**src/rtl/cic_interpolator.sv**
```systemverilog
// Interpolating CIC: N comb stages at the sample rate, zero-stuffing upsample by RATE,
// then N pipelined integrator stages at the clock rate. All arithmetic wraps at OUT_WIDTH.
//
// state | meaning
// IDLE  | no sample in flight, ready for the next input
// RUN   | issuing RATE stage-0 samples (comb output at ph=0, zeros after)
module cic_interpolator #(
    parameter  int IN_WIDTH   = 8,
    parameter  int N_STAGES   = 2,
    parameter  int RATE       = 4,
    parameter  int DIFF_DELAY = 1,
    localparam int OUT_WIDTH  = IN_WIDTH + N_STAGES * $clog2(RATE * DIFF_DELAY)
) (
    input  logic                        clk,
    input  logic                        rstn,
    input  logic signed [IN_WIDTH-1:0]  in_data,
    input  logic                        in_valid,
    output logic                        in_ready,
    output logic signed [OUT_WIDTH-1:0] out_data,
    output logic                        out_valid
);

    localparam int PH_W = $clog2(RATE);

    typedef enum logic {IDLE, RUN} state_t;

    state_t                 state, state_nxt;
    logic [PH_W-1:0]        ph, ph_nxt;
    logic                   last_ph;
    logic                   accept;

    logic signed [OUT_WIDTH-1:0] dly    [N_STAGES][DIFF_DELAY];
    logic signed [OUT_WIDTH-1:0] comb_tap [N_STAGES];
    logic signed [OUT_WIDTH-1:0] comb_out;
    logic signed [OUT_WIDTH-1:0] comb_q;

    logic signed [OUT_WIDTH-1:0] s0;
    logic                        v0;
    logic signed [OUT_WIDTH-1:0] acc    [N_STAGES];
    logic                        vld    [N_STAGES];
    logic signed [OUT_WIDTH-1:0] int_in [N_STAGES];
    logic                        int_v  [N_STAGES];

    assign last_ph  = (ph == PH_W'(RATE - 1));
    assign in_ready = (state == IDLE) || last_ph;
    assign accept   = in_valid && in_ready;

    // Comb chain is combinational; each tap is the stage input stored in its delay line.
    always_comb begin
        logic signed [OUT_WIDTH-1:0] x;
        x = {{(OUT_WIDTH-IN_WIDTH){in_data[IN_WIDTH-1]}}, in_data};
        for (int s = 0; s < N_STAGES; s++) begin
            comb_tap[s] = x;
            x = x - dly[s][DIFF_DELAY-1];
        end
        comb_out = x;
    end

    always_ff @(posedge clk or negedge rstn) begin
        if (!rstn) begin
            for (int s = 0; s < N_STAGES; s++)
                for (int d = 0; d < DIFF_DELAY; d++)
                    dly[s][d] <= '0;
            comb_q <= '0;
        end else if (accept) begin
            for (int s = 0; s < N_STAGES; s++) begin
                dly[s][0] <= comb_tap[s];
                for (int d = 1; d < DIFF_DELAY; d++)
                    dly[s][d] <= dly[s][d-1];
            end
            comb_q <= comb_out;
        end
    end

    always_ff @(posedge clk or negedge rstn) begin
        if (!rstn) begin
            state <= IDLE;
            ph    <= '0;
        end else begin
            state <= state_nxt;
            ph    <= ph_nxt;
        end
    end

    // A sample arriving at the last phase continues the burst without a gap.
    always_comb begin
        state_nxt = state;
        ph_nxt    = ph;
        case (state)
            IDLE: begin
                if (accept) begin
                    state_nxt = RUN;
                    ph_nxt    = '0;
                end
            end
            RUN: begin
                if (!last_ph) begin
                    ph_nxt = ph + 1'b1;
                end else if (accept) begin
                    ph_nxt = '0;
                end else begin
                    state_nxt = IDLE;
                    ph_nxt    = '0;
                end
            end
            default: begin
                state_nxt = IDLE;
                ph_nxt    = '0;
            end
        endcase
    end

    always_comb begin
        v0 = (state == RUN);
        s0 = (state == RUN && ph == '0) ? comb_q : '0;
    end

    always_comb begin
        int_in[0] = s0;
        int_v[0]  = v0;
        for (int i = 1; i < N_STAGES; i++) begin
            int_in[i] = acc[i-1];
            int_v[i]  = vld[i-1];
        end
    end

    // Integrators only advance on valid, so input gaps freeze filter time.
    always_ff @(posedge clk or negedge rstn) begin
        if (!rstn) begin
            for (int i = 0; i < N_STAGES; i++) begin
                acc[i] <= '0;
                vld[i] <= 1'b0;
            end
        end else begin
            for (int i = 0; i < N_STAGES; i++) begin
                if (int_v[i])
                    acc[i] <= acc[i] + int_in[i];
                vld[i] <= int_v[i];
            end
        end
    end

    assign out_data  = acc[N_STAGES-1];
    assign out_valid = vld[N_STAGES-1];

endmodule

```
**config.mk**
```make
export PLATFORM = sky130hd
export DESIGN_NAME = cic_interpolator
export DESIGN_NICKNAME = d
export VERILOG_FILES = /design/src/rtl/cic_interpolator.sv
export SDC_FILE = /design/constraint.sdc
export NUM_CORES = 1
export LEC_CHECK = 0
export ABC_AREA = 1
export CORE_MARGIN = 4
export CORE_UTILIZATION = 65
export DETAILED_ROUTE_END_ITERATION = 10
export DONT_BUFFER_PORTS = 1
export GPL_TIMING_DRIVEN = 0
export PLACE_DENSITY = 0.81
export SLEW_MARGIN = 20
export SYNTH_ARGS = -nofsm -noshare
export SYNTH_HDL_FRONTEND = slang
export SYNTH_SLANG_ARGS = --single-unit
```
**constraint.sdc**
```tcl
create_clock -name clk -period 5.4 [get_ports clk]
set_input_delay 1.08 -clock clk [delete_from_list [all_inputs] [get_ports clk]]
set_output_delay 1.08 -clock clk [all_outputs]
set_load 0.02 [all_outputs]
```
# Word-level counts from Yosys, hierarchy flattened
# Index checks and enable logic that the tools add are counted.
# classes
reduce_logical	4
n_mux	7
n_eq_ne	2
n_addsub	5
bitwise	1
# op_table
operator	n
12-bit adder	2
12-bit two-way mux	1
9-bit by 9-bit subtractor with 10-bit output	1
8-bit by 8-bit subtractor with 9-bit output	1
2-bit two-way mux	2
2-bit one-hot mux with 2 select lines	1
2-bit by 1-bit adder with 2-bit output, second input constant	1
2-bit == test, second input constant	1
1-bit logical AND	2
2-bit logical NOT	1
1-bit two-way mux	2
2-bit != test, second input constant	1
1-bit one-hot mux with 2 select lines	1
1-bit logical OR	1
1-bit inverter	1
# totals
output_inout_bits	14
input_bits	11
reg_bits	58
wordCells	28

# Longest topological paths before layout
# Gate-level depths: netlist of run 1.
# logic_depth
ltp_word	6
depth_mapped	19
ltp_nobuf	19

# Worst setup path after synthesis of run 1
# No wires, ideal clock.
# synth_timing
path_type	in2reg
start	input in_data[0]
end	register comb_q[10]
path_slack_ns	2.204
path_buffers	0
stages	18
arrival_ns	3.080
required_time_ns	5.284
setup_time_ns	0.116
path_cell_list	inv_1 > ha_1 > inv_1 > fa_1 > nand3_1 > nand2_1 > nand3_1 > nand3_1 > and2_1 > ha_1 > nand2_1 > inv_1 > a21oi_1 > nand3_1 > nand2_1 > nand2_1 > nand2_1 > nand2_1
# synth_lines
element	line_no	text
from (decl)	16	input logic signed [IN_WIDTH-1:0] in_data,
to (signal assigned)	71	comb_q <= comb_out;
to (decl)	35	logic signed [OUT_WIDTH-1:0] comb_q;

==> out/metrics.cfg, run 1 <==
[sta]
worst_pin_slew_ns = 0.525
max_freq_mhz = 310
rsz0062_at_grt = false
fin_skew_ns = 0.00451
period_share_pct = 59.7
report.final.hold_viol_count = 0
setup_viol = 0
final_max_slew_viol_count = 0
finalSetupTns_ns = 0
period_needed_ns = 3.22
slew_headroom_pct = 65.0

[worst_setup_path]
critical_path_arrival_ns = 3.44
crit_fanout = 5
worst-setup-path-type = input pin to register
crit_path_end_kind = register
crit_required_ns = 5.62
start_kind = input pin
reg2regPathDepth = 12

[drt]
drt-initial-drc-count = 258
wirelength_um = 9280
firstDrtPassIters = 5
antenna_left = 0
vias = 3817
vias_per_cell = 5.37
drc_errors = 0
wire_per_inst_um = 13.1

[finish]
fin_util_pct = 70.6
stdcell_area_mm2 = 0.00451
nFillCells = 554
drive_above_1_share_pct = 4.73
antenna_cells = 0
syn2layout_area_growth_pct = 4.47
nets = 689

[logic_synthesis]
synth_area_leaders = dfrtp_1, nand2_1, ha_1, inv_1, nand3_1
synthTopCellsByCount = nand2_1, inv_1, dfrtp_1
ys.warnings.count = 0
async_flop_share_pct = 100
synth.distinct_cells = 28
ys.flop_type = dfrtp_1
synth-edff-count = 0
synth_area_mm2 = 0.00431
ys_ff_latch = 56
netlist_instances = 626
syn-num-nets = 682
synthDominantCellAreaShare_pct = 32.5
synth.most_common_cell = nand2_1
syn_avg_cell_area_um2 = 6.89
synth_seq_area_share_pct = 32.5
yosysTopAreaCell = dfrtp_1

[floorplan]
die_w_um = 89.5
start_util_pct = 67.6
dieArea_mm2 = 0.00800
rows = 29
ios = 25
core_mm2 = 0.00639
fp.dieH_um = 89.5

[grt]
grt_pass1_vias = 3739
grt_start_max_net_pins = 57
gr-max-usage-layer = met2
antenna_found_initial = 0
grt_usage_pct = 25.8
gr-usage-met3_pct = 3.41
met1_usage_pct = 30.7
grt_pass1_wl_um = 16200
use_met2_pct = 48.0
grt_overflow = 0

[placement]
routabilityCongestion = 0.948
port_buffers = 0
hpwl_um = 7250
placed_area_mm2 = 0.00441

[cts]
clockBufferDepth = 2
cts_hold_buf = 0
ctsRootBufferMaster = clkbuf_8
cts.sinks = 56
cts_resized = 0
numCtsBuffers = 5
cts_setup_buffers = 0
cts_max_level = 2
insertion_delay_ns = 0.31
cts_tree = built
clk_pin_slew_worst_paths_ns = 0.11

[run]
maxCapViolations = 0

[hold_path]
holdPathStages = 0
hold_class = register to register

[outcome]
status = finished, final reports clean

## cell usage in the layout, fill, tap and decap left out, types with 8 or more instances in the layout
| master | n |
|---|---|
| o21ai_0 | 32 |
| nand2_1 | 213 |
| buf_4 | 12 |
| inv_1 | 99 |
| o21ai_1 | 12 |
| dfrtp_1 | 56 |
| nor2_1 | 39 |
| ha_1 | 41 |
| a21oi_1 | 23 |
| nand4_1 | 8 |
| nand3_1 | 51 |
## per-layer routing
layer	part of all wire, %	vias up
met4	1.3	0
met2	51	98
met5	0	-
met1	43	1728
met3	4.3	13
li1	-	1978
## through the flow
step                      hold slack [ns]  instances  setup slack, ns
after floorplan                     0.352        626             2.20
after global placement              0.363        703             1.91
after detailed placement            0.364        703             1.84
after CTS                           0.388        711             2.18
after global routing                0.410        711             1.88
final                               0.390        711             2.18
## worst max-delay path: stages
cell and delay [ns]:
inv_1 0.05, ha_1 0.19, inv_1 0.08, fa_1 0.40
nand3_1 0.11, nand2_1 0.11, nand3_1 0.12, nand3_1 0.10
and2_1 0.18, ha_1 0.34, nand2_1 0.12, inv_1 0.04
a21oi_1 0.20, nand3_1 0.10, nand2_1 0.06, nand2_1 0.04
nand2_1 0.06, nand2_1 0.04
## area by class of cell
class                      count  area (um2)  share of cell area, %
inverter                     101         379                   8.41
buffer                        21         148                   3.28
clock buffer                   6        82.6                   1.83
sequential                    56        1400                   31.1
tap                           77        96.3                   2.14
multi-input combinational    448        2390                   52.9
clock inverter                 2        13.8                  0.305
## state kept, by name, summed over array words and instances, names as in the netlist
signal and flops:
state 1, acc 12, int_v 1, comb_q 10, ph 2, out_valid 1, dly 17, out_data 12
## cells by family after synthesis
family                     after synthesis  share of synthesized area (%)
adders and majority gates               45                           13.7
buffers and inverters                  122                           12.2
and+or+nand+nor                        319                           30.4
AOI/OAI and AO/OA                       73                           8.93
DFF                                     56                           32.5
xor gates and xnor gates                11                           2.23
## worst paths after layout
kind                             from           end  slack, ns
max                        in_data[0]    comb_q[10]       2.18
min                          int_v[0]     out_valid       0.39
max reg2reg                     state       acc[18]       2.63
min reg2reg                  int_v[0]     out_valid       0.39
max in group asynchronous        rstn        dly[5]       4.84
min in group asynchronous        rstn  out_data[10]       0.45
Power of run 1 is not shown: default switching activity piles up to over one toggle a cycle in this logic, so the estimate is an artifact.
==> run 2, diff against run 1 <==
Settings changed: CORE_UTILIZATION 65 to 58, PLACE_DENSITY 0.81 to 0.76.
Clock period 5.4 ns to 2.94 ns, I/O delays scaled along.
==> run 2 against run 1 <==
  * Setup slack worse by 1.9 ns
  * Die area rose by 11%
  * Register-to-register slack lost 2.4 ns
  * Critical path depth is 2 lower
  * Via count is 1.7% lower
  * Sequential cell count did not move
  * Wire length shrank 2.1%
  * Non-clock buffer count increased by 1
  * Clock skew rose by 0.0066 ns
  * Hold slack worse by 0.28 ns
==> out/metrics.cfg, run 2 (same netlist as run 1, synthesis figures left out) <==
[drt]
firstDrtPassIters = 6  ; +1
drt-initial-drc-count = 150  ; -42%
vias = 3754  ; -1.7%
antenna_left = 0  ; unchanged
wirelength_um = 9090  ; -2.1%
drc_errors = 0  ; unchanged
vias_per_cell = 5.11  ; -4.7%
wire_per_inst_um = 12.4  ; -5.1%

[sta]
report.final.hold_viol_count = 0  ; unchanged
slew_headroom_pct = 65.4  ; +0.41 points
period_needed_ns = 2.70
worst_pin_slew_ns = 0.519  ; -0.00622 ns
final_max_slew_viol_count = 0  ; unchanged
rsz0062_at_grt = false
period_share_pct = 91.8
fin_skew_ns = 0.0111  ; +0.00660 ns
whs_ns = 0.108  ; -0.282 ns
max_freq_mhz = 370
setup_viol = 0  ; unchanged

[cts]
clockBufferDepth = 2  ; unchanged
cts_setup_buffers = 0  ; unchanged
cts_tree = built
cts.sinks = 56  ; unchanged
clk_pin_slew_worst_paths_ns = 0.11  ; about the same
cts_max_level = 2  ; unchanged
numCtsBuffers = 5  ; unchanged
ctsRootBufferMaster = clkbuf_8
insertion_delay_ns = 0.31  ; about the same

[finish]
stdcell_area_mm2 = 0.00456  ; +1.3%
nets = 690  ; +0.15%
final_cell_mix = nand2_1, inv_1, dfrtp_1, nand3_1, ha_1
fin_util_pct = 62.9  ; -7.6 points
syn2layout_area_growth_pct = 5.80
final_common_cell = nand2_1
antenna_cells = 0  ; unchanged
drive_above_1_share_pct = 5.04  ; +0.31 points
nFillCells = 711  ; +28%
largest_reg_flops = 17  ; unchanged
largest_register = dly
final_cells = 734  ; +3.2%

[floorplan]
ios = 25  ; unchanged
dieArea_mm2 = 0.00888  ; +11%
die_w_um = 94.2  ; +5.3%
start_util_pct = 59.5  ; -8.1 points
core_mm2 = 0.00725  ; +14%
fp.dieH_um = 94.2  ; +5.3%
rows = 31  ; +6.9%

[grt]
grt_usage_pct = 22.9  ; -2.9 points
grt_start_max_net_pins = 57  ; unchanged
grt_pass1_vias = 3655  ; -2.2%
antenna_found_initial = 0  ; unchanged
grt_pass1_wl_um = 16200  ; -0.38%
grt_overflow = 0  ; unchanged

[worst_setup_path]
start_kind = register
crit_end = comb_q[10]
crit_path_end_kind = register
r2r_slack_ns = 0.24  ; -2.39 ns
reg2regPathDepth = 16  ; +4
critical_path_arrival_ns = 2.91  ; -0.53 ns
worst-setup-path-type = register to register
crit_fanout = 5  ; unchanged
reg2reg_to = comb_q[10]
crit_required_ns = 3.15  ; -2.47 ns
worstSetupStartpoint = dly[12]
timing.rr.start = dly[12]

[placement]
routabilityCongestion = 0.930  ; -1.9%
placed_area_mm2 = 0.00444  ; +0.62%
hpwl_um = 7140  ; -1.5%
port_buffers = 0  ; unchanged
dp_cells = 725  ; +3.1%

[outcome]
status = finished, final reports clean

[hold_path]
hold_class = input pin to asynchronous set/reset pin

[run]
maxCapViolations = 0  ; unchanged

-- run 2: cell types whose count changed in the layout (fill, tap and decap cells not counted), sizes merged --
cell and delta:
buf +1, clkinvlp +1, inv -1, clkbuf +1
clkinv -1
-- run 2: worst max-delay path, stage by stage (launching register included) --
cell	delay, ns
dfrtp_1	0.36
ha_1	0.19
inv_1	0.08
fa_1	0.40
nand3_1	0.11
nand2_1	0.11
nand3_1	0.12
nand3_1	0.10
and2_1	0.18
ha_1	0.35
nand2_1	0.09
nor2_1	0.13
nand3_1	0.11
nand4_1	0.11
nand2_1	0.06
nand2_1	0.06
nand2_1	0.04
-- run 2: worst min-delay path by stage --
stage	to	slack (ns)	cells after the start
2_1_floorplan	acc[12]	0.29	0
3_3_place_gp	out_data[10]	0.29	0
3_5_place_dp	out_data[10]	0.29	0
4_1_cts	out_data[10]	0.13	1
5_1_grt	out_data[10]	0.13	1
6_report	out_data[10]	0.11	1
-- run 2: cell type report --
type                    instances  area [um2]  area share [%]
multi-input cells             448        2390            52.4
repair buffers                  1        27.5           0.603
clock buffers                   7        86.3            1.89
well taps                      99         124            2.71
inverters                     101         379            8.31
clock inverters                 1        7.51           0.164
flip-flops and latches         56        1400            30.7
plain buffers                  21         149            3.26
-- run 2: metrics by stage --
stage	worst slack (ns)	TNS, ns
3_3_place_gp	-0.0730	-0.0730
6_report	0.240	0
2_1_floorplan	0.236	0
4_1_cts	0.132	0
3_5_place_dp	-0.108	-0.108
5_1_grt	0.0131	0
-- run 2: repair_timing --
item | in CTS | in global routing
hold buffers | 1 | 0
endpoints found under the setup margin | 0 | 3
resized for setup | 0 | 3
hold endpoints to repair | 56 | 0
-- run 2: per-layer routing --
layer	share of wire, %	up-vias	GRT usage [%]	routed length (um)
li1	-	1973	-	-
met1	45	1695	27.8	4110
met2	49	68	41.3	4470
met3	2.8	18	3.45	258
met4	2.7	0	7.82	250
met5	0	-	0	0
Power of run 2 is left out for the same reason.
